File: src/rtl/sequence_checker_sat_counter.sv
// Saturating up-counter with synchronous clear; clear has priority over increment.
module sat_counter #(
  parameter int W = 8
) (
  input  logic         clk,
  input  logic         rst_n,
  input  logic         inc_i,
  input  logic         clr_i,
  output logic [W-1:0] count_o
);
  logic [W-1:0] cnt_q;

  always_ff @(posedge clk or negedge rst_n) begin
    if (!rst_n)                      cnt_q <= '0;
    else if (clr_i)                  cnt_q <= '0;
    else if (inc_i && cnt_q != '1)   cnt_q <= cnt_q + 1'b1;
  end

  assign count_o = cnt_q;
endmodule

File: config.mk
export PLATFORM = sky130hd
export DESIGN_NAME = sat_counter
export DESIGN_NICKNAME = d
export VERILOG_FILES = /design/src/rtl/sequence_checker_sat_counter.sv
export SDC_FILE = /design/constraint.sdc
export NUM_CORES = 1
export LEC_CHECK = 0
export ABC_CLOCK_PERIOD_IN_PS = 1700
export BUFFER_PORTS_ARGS = -buffer_cell sky130_fd_sc_hd__buf_2
export CORE_AREA = 3 3 40 42
export CTS_CLUSTER_DIAMETER = 40
export CTS_CLUSTER_SIZE = 40
export DETAILED_ROUTE_END_ITERATION = 10
export DIE_AREA = 0 0 43 45
export HOLD_SLACK_MARGIN = 0.06
export PLACE_DENSITY = 0.58
export SLEW_MARGIN = 40
export SYNTH_ARGS = -nofsm -noshare
export SYNTH_HDL_FRONTEND = slang
export SYNTH_SLANG_ARGS = --single-unit
File: constraint.sdc
create_clock -name clk -period 1.7 [get_ports clk]
set_input_delay 0.17 -clock clk [delete_from_list [all_inputs] [get_ports clk]]
set_output_delay 0.17 -clock clk [all_outputs]
set_load 0.01 [all_outputs]
==> Word level (Yosys, flattened, before mapping) <==
Index checks and enable logic that the tools add are counted.
{ "totals": {"elab_cells": 7, "input_bits": 4, "output_inout_bits": 8, "ff_bits": 8} }
{ "classes": {"add_sub_neg": 1, "n_eq_ne": 1, "n_reduce_logical": 2, "n_mux": 2} }
{ "ops": {"columns": ["op", "n"], "rows": [
  ["2-to-1 mux 8 bit", 2],
  ["adder 8 x 1 -> 8 bit (second input constant)", 1],
  ["inequality test 8 bit (second input constant)", 1],
  ["nonzero test 2 bit", 1],
  ["logical AND 1 bit", 1]
]} }

==> Longest topological paths before layout <==
Gate-level depths: netlist (run 1).
{ "logic_depth": {"ltp_word": 4, "ltp_mapped": 4, "ltp_nobuf": 4} }

==> Least setup slack after synthesis (run 1) <==
Ideal clock, no wire load.
{ "synth_timing": {"path_type": "register to register", "start": "register cnt_q[0] (netlist: count_o[0])", "end": "register cnt_q[0] (netlist: count_o[0])", "path_stages_with_launch": 5, "arrival_ns": 1.509, "path_slack_ns": 0.066, "period_less_slack_ns": 1.634, "n_path_buf": 0, "t_required_ns": 1.575, "cell_sequence": "dfrtp_1 ha_1 and4_2 a21boi_1 mux2_2"} }
{ "synth_via": {"elab_chain_cells": 3, "elab_cells_between_ends": 6} }
{ "synth_lines": {"columns": ["element", "line_no", "text"], "rows": [
  ["start, declared", "11", "logic [W-1:0] cnt_q;"],
  ["start signal, assigned", "16", "else if (inc_i && cnt_q != '1) cnt_q <= cnt_q + 1'b1;"],
  ["adder 8 x 1 -> 8 bit / inequality test 8 bit (equally long branches)", "16", null],
  ["2-to-1 mux 8 bit / logical AND 1 bit (equally long branches)", "16", null],
  ["2-to-1 mux 8 bit / nonzero test 2 bit (equally long branches)", null, null]
]} }
Parallel ways exist; a longest one is shown, timed or not. The select of a mux whose other input is x is not followed.
A chain may end at the register's enable or synchronous reset.

==> Worst setup path after layout (run 1) <==
{ "layout_timing": {"start": "register cnt_q[1] (netlist: count_o[1])", "end": "register cnt_q[0] (netlist: count_o[0])"} }
{ "layout_via": {"elab_chain_cells": 3} }
{ "layout_lines": {"columns": ["element", "line_no"], "rows": [
  ["inequality test 8 bit", "16"],
  ["logical AND 1 bit", "16"],
  ["nonzero test 2 bit (no line)", null]
]} }
No other way between the ends.

==> results of run 1 <==
metrics by stage:
stage,hold WS [ns],utilization
3_5_place_dp,0.0275,0.424
4_1_cts,0.225,0.449
6_report,0.225,0.449
3_3_place_gp,0.0292,0.424
2_1_floorplan,-0.126,-
5_1_grt,0.255,0.449
how the worst max path moves through the flow:
stage / endpoint / depth (start not counted) / slack, ns / from
floorplan: count_o[0] / 4 / 0.07 / count_o[0]
global placement: count_o[0] / 4 / 0.16 / count_o[1]
detailed placement: count_o[0] / 4 / 0.14 / count_o[1]
CTS: count_o[0] / 4 / 0.13 / count_o[1]
global route: count_o[0] / 4 / 0.07 / count_o[1]
finish: count_o[0] / 4 / 0.14 / count_o[1]
power by group:
| part | total (mW) | internal [mW] | switching (mW) |
|---|---|---|---|
| clock | 0.150 | 0.0811 | 0.0690 |
| sequential | 0.200 | 0.195 | 0.00467 |
| combinational | 0.0432 | 0.0195 | 0.0237 |
| total | 0.393 | 0.296 | 0.0973 |
synth_stat cells (all sizes together):
master,number
nor2b,3
nor3b,1
a41oi,1
nand4,1
nand2,2
and4,2
or3,1
mux2i,1
clkbuf,1
nor3,4
a21oi,3
and3,1
a211oi,1
nor2,2
dfrtp,8
nor4,1
a2111oi,1
ha,1
o21ai,1
a31oi,1
mux2,2
inv,2
nand2b,3
nand3,3
a21boi,1
buf,1
routing by layer:
layer  share of wire  GRT usage
met1            0.42      0.143
met2            0.49      0.198
met3           0.084     0.0637
met4          0.0078     0.0361
met5               0          0
repair_timing:
action	in CTS	in global routing
hold buffers	1	0
gates resized for setup	0	0
endpoints found under the hold margin	8	0
final cells by class:
type | count | area [um2] | share of cell area
multi-input combinational | 37 | 248 | 0.430
sequential | 8 | 200 | 0.347
timing repair buffer | 14 | 80.1 | 0.139
clock buffer | 3 | 22.5 | 0.0390
tap | 15 | 18.8 | 0.0325
inverter | 2 | 7.51 | 0.0130
worst max-delay path, delay by kind of cell (launching register included):
family	cells	cell delay [ns]
simple gates	1	0.26
mux	1	0.36
flops	1	0.42
compound gates	1	0.21
fa+ha+maj	1	0.21
kinds of logic after synthesis:
kind of cell | after synthesis | synth area share
AND/OR/NAND/NOR | 24 | 0.310
AO/OA/AOI/OAI | 9 | 0.127
adder cells (fa/ha/maj) | 1 | 0.0269
buffers and inverters | 4 | 0.0350
flip-flops | 8 | 0.431
multiplexers | 3 | 0.0701
==> results_dict.tcl, run 1 <==
set metrics [dict create \
    routed_via_density 5.43 \
    chipHeight_um 45 \
    peakVddDrop_v 0.000382 \
    drtAntennaViolNets 0 \
    r2r_end "count_o[0]" \
    diodes 0 \
    netlist_area_um2 464 \
    worst_setup_path_start_kind "flop" \
    r2r_cells 4 \
    fp-row-count 13 \
    synthCells 49 \
    hold_end "count_o[5]" \
    period_needed_ns 1.56 \
    dp.cells 75 \
    track_usage 0.122 \
    finalWirelength_um 1020 \
    routedWlPerCell_um 13.0 \
    layout_commonest_cell "buf_2" \
    total_power_mw 0.393 \
    ios 12 \
    dr.pass1.iters 4 \
    synth_nets 54 \
    worst_slew_pin_slew_ns 0.368 \
    yosys-top-cells-area "dfrtp_1 (43%), mux2_2 (4.9%), nor3_1 (4.3%)" \
    yosysWarnings 0 \
    finClkSkew_ns 0.000757 \
    first_iter_violations 10 \
    holdPathStages 2 \
    relSlewSlack 0.748 \
    worstPathCellList "ha_1 > and4_2 > a21boi_1 > mux2_2" \
    drc_errors 0 \
    drive_above_1_share 0.313 \
    synth_cell_types 28 \
    die-width_um 43 \
    cts_htree_levels 1 \
    grt_pass1_vias 392 \
    vias 429 \
    end_kind "flop" \
    initial_utilization 0.361 \
    fillers 139 \
    seq_area_frac_synth 0.431 \
    setup_viol 0 \
    hp-start "clr_i" \
    critPathSlowestCell "dfrtp_1" \
    overflow 0 \
    cts_made_buffers 3 \
    largest_register_ffs 8 \
    grt_max_degree 12 \
    post-cts-setup-buffers 0 \
    outcome "completed" \
    cts_num_sinks 8 \
    leakage_nw 0.269 \
    port_buffers 11 \
    hp-class "primary input to flop" \
    timing.final.crit_share 0.920 \
    grt_pass1_wl_um 1700 \
    power_density_mw_per_mm2 681 \
    setup_tns_ns 0 \
    path_class "flop to flop" \
    gp_congestion 0.677 \
    antenna_found_initial 0 \
    pre_cts_ws_ns 0.140 \
    finish.net_count 71 \
    path_clk_slew_ns 0.06 \
    finalMaxSlewViolations 0 \
    worstPathRequired_ns 1.84 \
    critPathMaxFanout 5 \
    cts_root_buf "clkbuf_4" \
    cpPeakStageDelay_ns 0.42 \
    postSynthAreaPerCell_um2 9.47 \
    clock.fmax_mhz 640 \
    r2r_start "count_o[1]" \
    setup_slack_ns 0.137 \
    rsz0062_at_grt "no" \
    tritoncts "built" \
    placed_area_um2 544 \
    netlist.area_leader.share 0.431 \
    final_cell_mix "buf_2 (11), dfrtp_1 (8), nor3_1 (4)" \
    die-area_mm2 0.00194 \
    area_growth_pct 24.3 \
    reg2reg_slack_ns 0.14 \
    final_area_um2 577 \
    insertion_delay_ns 0.26 \
    maxCapViolations 0 \
    finalHoldViolations 0 \
    fin_cells 79 \
    ys_seq_elements 8 \
    clock_path_buffers 2 \
    synth_top_area_cell "dfrtp_1" \
    core_area_mm2 0.00128 \
    worstPathArrival_ns 1.71 \
]
Note: power is estimated with default switching activity, not from simulation.
==> run 2: changes to the inputs <==
--- a/config.mk
+++ b/config.mk
@@ -13,7 +13,7 @@
 export DETAILED_ROUTE_END_ITERATION = 10
 export DIE_AREA = 0 0 43 45
 export HOLD_SLACK_MARGIN = 0.06
-export PLACE_DENSITY = 0.58
+export PLACE_DENSITY = 0.67
 export SLEW_MARGIN = 40
 export SYNTH_ARGS = -nofsm -noshare
 export SYNTH_HDL_FRONTEND = slang
==> run 2 against run 1 <==
Net effect: core utilization shrank 0.58 points; non-clock buffer count shrank 1; via count shrank 2.3%; total power shrank 0.98%; critical endpoint unchanged; largest power group unchanged.
==> results_dict.tcl, run 2 (synthesis results as in run 1) <==
set metrics [dict create \
    switching_share 0.247 \
    gp_congestion 0.720 \
    setup_tns_ns 0 \
    vias 419 \
    outcome "completed" \
    cpPeakStageDelay_ns 0.42 \
    ios 12 \
    port_buffers 11 \
    hp-class "primary input to flop" \
    relSlewSlack 0.762 \
    fin_cells 78 \
    final_cell_mix "buf_2 (11), dfrtp_1 (8), nor3_1 (4)" \
    post-cts-setup-buffers 0 \
    worst_slew_pin_slew_ns 0.348 \
    hpwl_um 717 \
    die-width_um 43 \
    internal_power_mw 0.293 \
    antenna_found_initial 0 \
    track_usage 0.108 \
    critPathSlowestCell "dfrtp_1" \
    cts_num_sinks 8 \
    combPwrFrac 0.097 \
    path_buf_inv 0 \
    rsz0062_at_grt "no" \
    largest_register_ffs 8 \
    chipHeight_um 45 \
    drive_above_1_share 0.302 \
    area_growth_pct 22.6 \
    post_cts_resized 0 \
    worstPathRequired_ns 1.84 \
    path_clk_slew_ns 0.06 \
    routed_via_density 5.37 \
    drtAntennaViolNets 0 \
    period_needed_ns 1.62 \
    cts_made_buffers 3 \
    grt_pass1_vias 349 \
    power_density_mw_per_mm2 684 \
    dr.pass1.iters 4 \
    dp.cells 74 \
    critPathMaxFanout 6 \
    grt_pass1_wl_um 1520 \
    diodes 0 \
    power.clock.fraction 0.384 \
    fillers 123 \
    finalMaxSlewViolations 0 \
    critPathTopFamily "flip-flops" \
    core_area_mm2 0.00128 \
    pwr-share-seq 0.518 \
    initial_utilization 0.361 \
    maxCapViolations 0 \
    end_kind "flop" \
    timing.final.crit_share 0.951 \
    overflow 0 \
    grt_max_degree 12 \
    insertion_delay_ns 0.26 \
    fp-row-count 13 \
    clock.fmax_mhz 619 \
    worstPathCellList "ha_1 > and4_2 > a21boi_1 > mux2_2" \
    tritoncts "built" \
    clock_path_buffers 2 \
    finish.net_count 70 \
    routedWlPerCell_um 12.3 \
    layout_commonest_cell "buf_2" \
    path_class "flop to flop" \
    worstPathArrival_ns 1.76 \
    leakage_nw 0.264 \
    cts_htree_levels 1 \
    first_iter_violations 7 \
    finClkSkew_ns 0.00625 \
    finalWirelength_um 963 \
    peakVddDrop_v 0.000406 \
    drc_errors 0 \
    setup_viol 0 \
    finalHoldViolations 0 \
    cts_root_buf "clkbuf_4" \
    switching_power_mw 0.0961 \
    die-area_mm2 0.00194 \
    worst_setup_path_start_kind "flop" \
]
[run 2: repair_timing]
item,4_1_cts,5_1_grt
hold endpoints to repair,8,0
hold buffers,1,0
setup endpoints to repair,0,0
[run 2: through the flow]
step / utilization / setup slack [ns] / hold WS (ns) / total power, mW / cell area [um2]
2_1_floorplan: - / 0.0659 / -0.126 / 0.226 / 464
3_3_place_gp: 0.418 / 0.138 / 0.0237 / 0.241 / 537
3_5_place_dp: 0.418 / 0.0946 / 0.0262 / 0.242 / 537
4_1_cts: 0.443 / 0.0853 / 0.211 / 0.392 / 569
5_1_grt: 0.443 / 0.0296 / 0.227 / 0.411 / 569
6_report: 0.443 / 0.0837 / 0.212 / 0.389 / 569
[run 2: power groups by stage]
stage               combinational (mW)  clock [mW]  sequential (mW)
floorplan                       0.0194           0            0.206
global placement                0.0370           0            0.204
detailed placement              0.0367           0            0.205
CTS                             0.0385       0.152            0.202
global route                    0.0421       0.166            0.203
finish                          0.0379       0.150            0.202
[run 2: worst register-to-register path: cells and delay by family (launching register included)]
family / cells / cell delay [ns]
AOI/OAI and AO/OA: 1 / 0.23
adders and majority gates: 1 / 0.23
DFF: 1 / 0.42
muxes: 1 / 0.36
and+or+nand+nor: 1 / 0.25
[run 2: area by class of cell]
| cell class | count | area [um2] | area share |
|---|---|---|---|
| Multi-Input combinational cell | 37 | 248 | 0.435 |
| Sequential cell | 8 | 200 | 0.352 |
| Timing Repair Buffer | 13 | 72.6 | 0.127 |
| Clock buffer | 3 | 22.5 | 0.0396 |
| Tap cell | 15 | 18.8 | 0.0330 |
| Inverter | 2 | 7.51 | 0.0132 |
[run 2: path summary, 6_finish.rpt]
kind	cells past startpoint	slack (ns)	to	start
max	4	0.08	count_o[0]	count_o[0]
min	2	0.21	count_o[7]	clr_i
max reg2reg	4	0.08	count_o[0]	count_o[0]
min reg2reg	2	0.57	count_o[7]	count_o[7]
max in group asynchronous	2	1.24	count_o[5]	rst_n
min in group asynchronous	2	0.28	count_o[4]	rst_n
[run 2: metal layers]
layer | wire (um) | GRT usage
met1 | 468 | 0.126
met2 | 408 | 0.156
met3 | 73 | 0.0677
met4 | 12 | 0.0542
met5 | 0 | 0
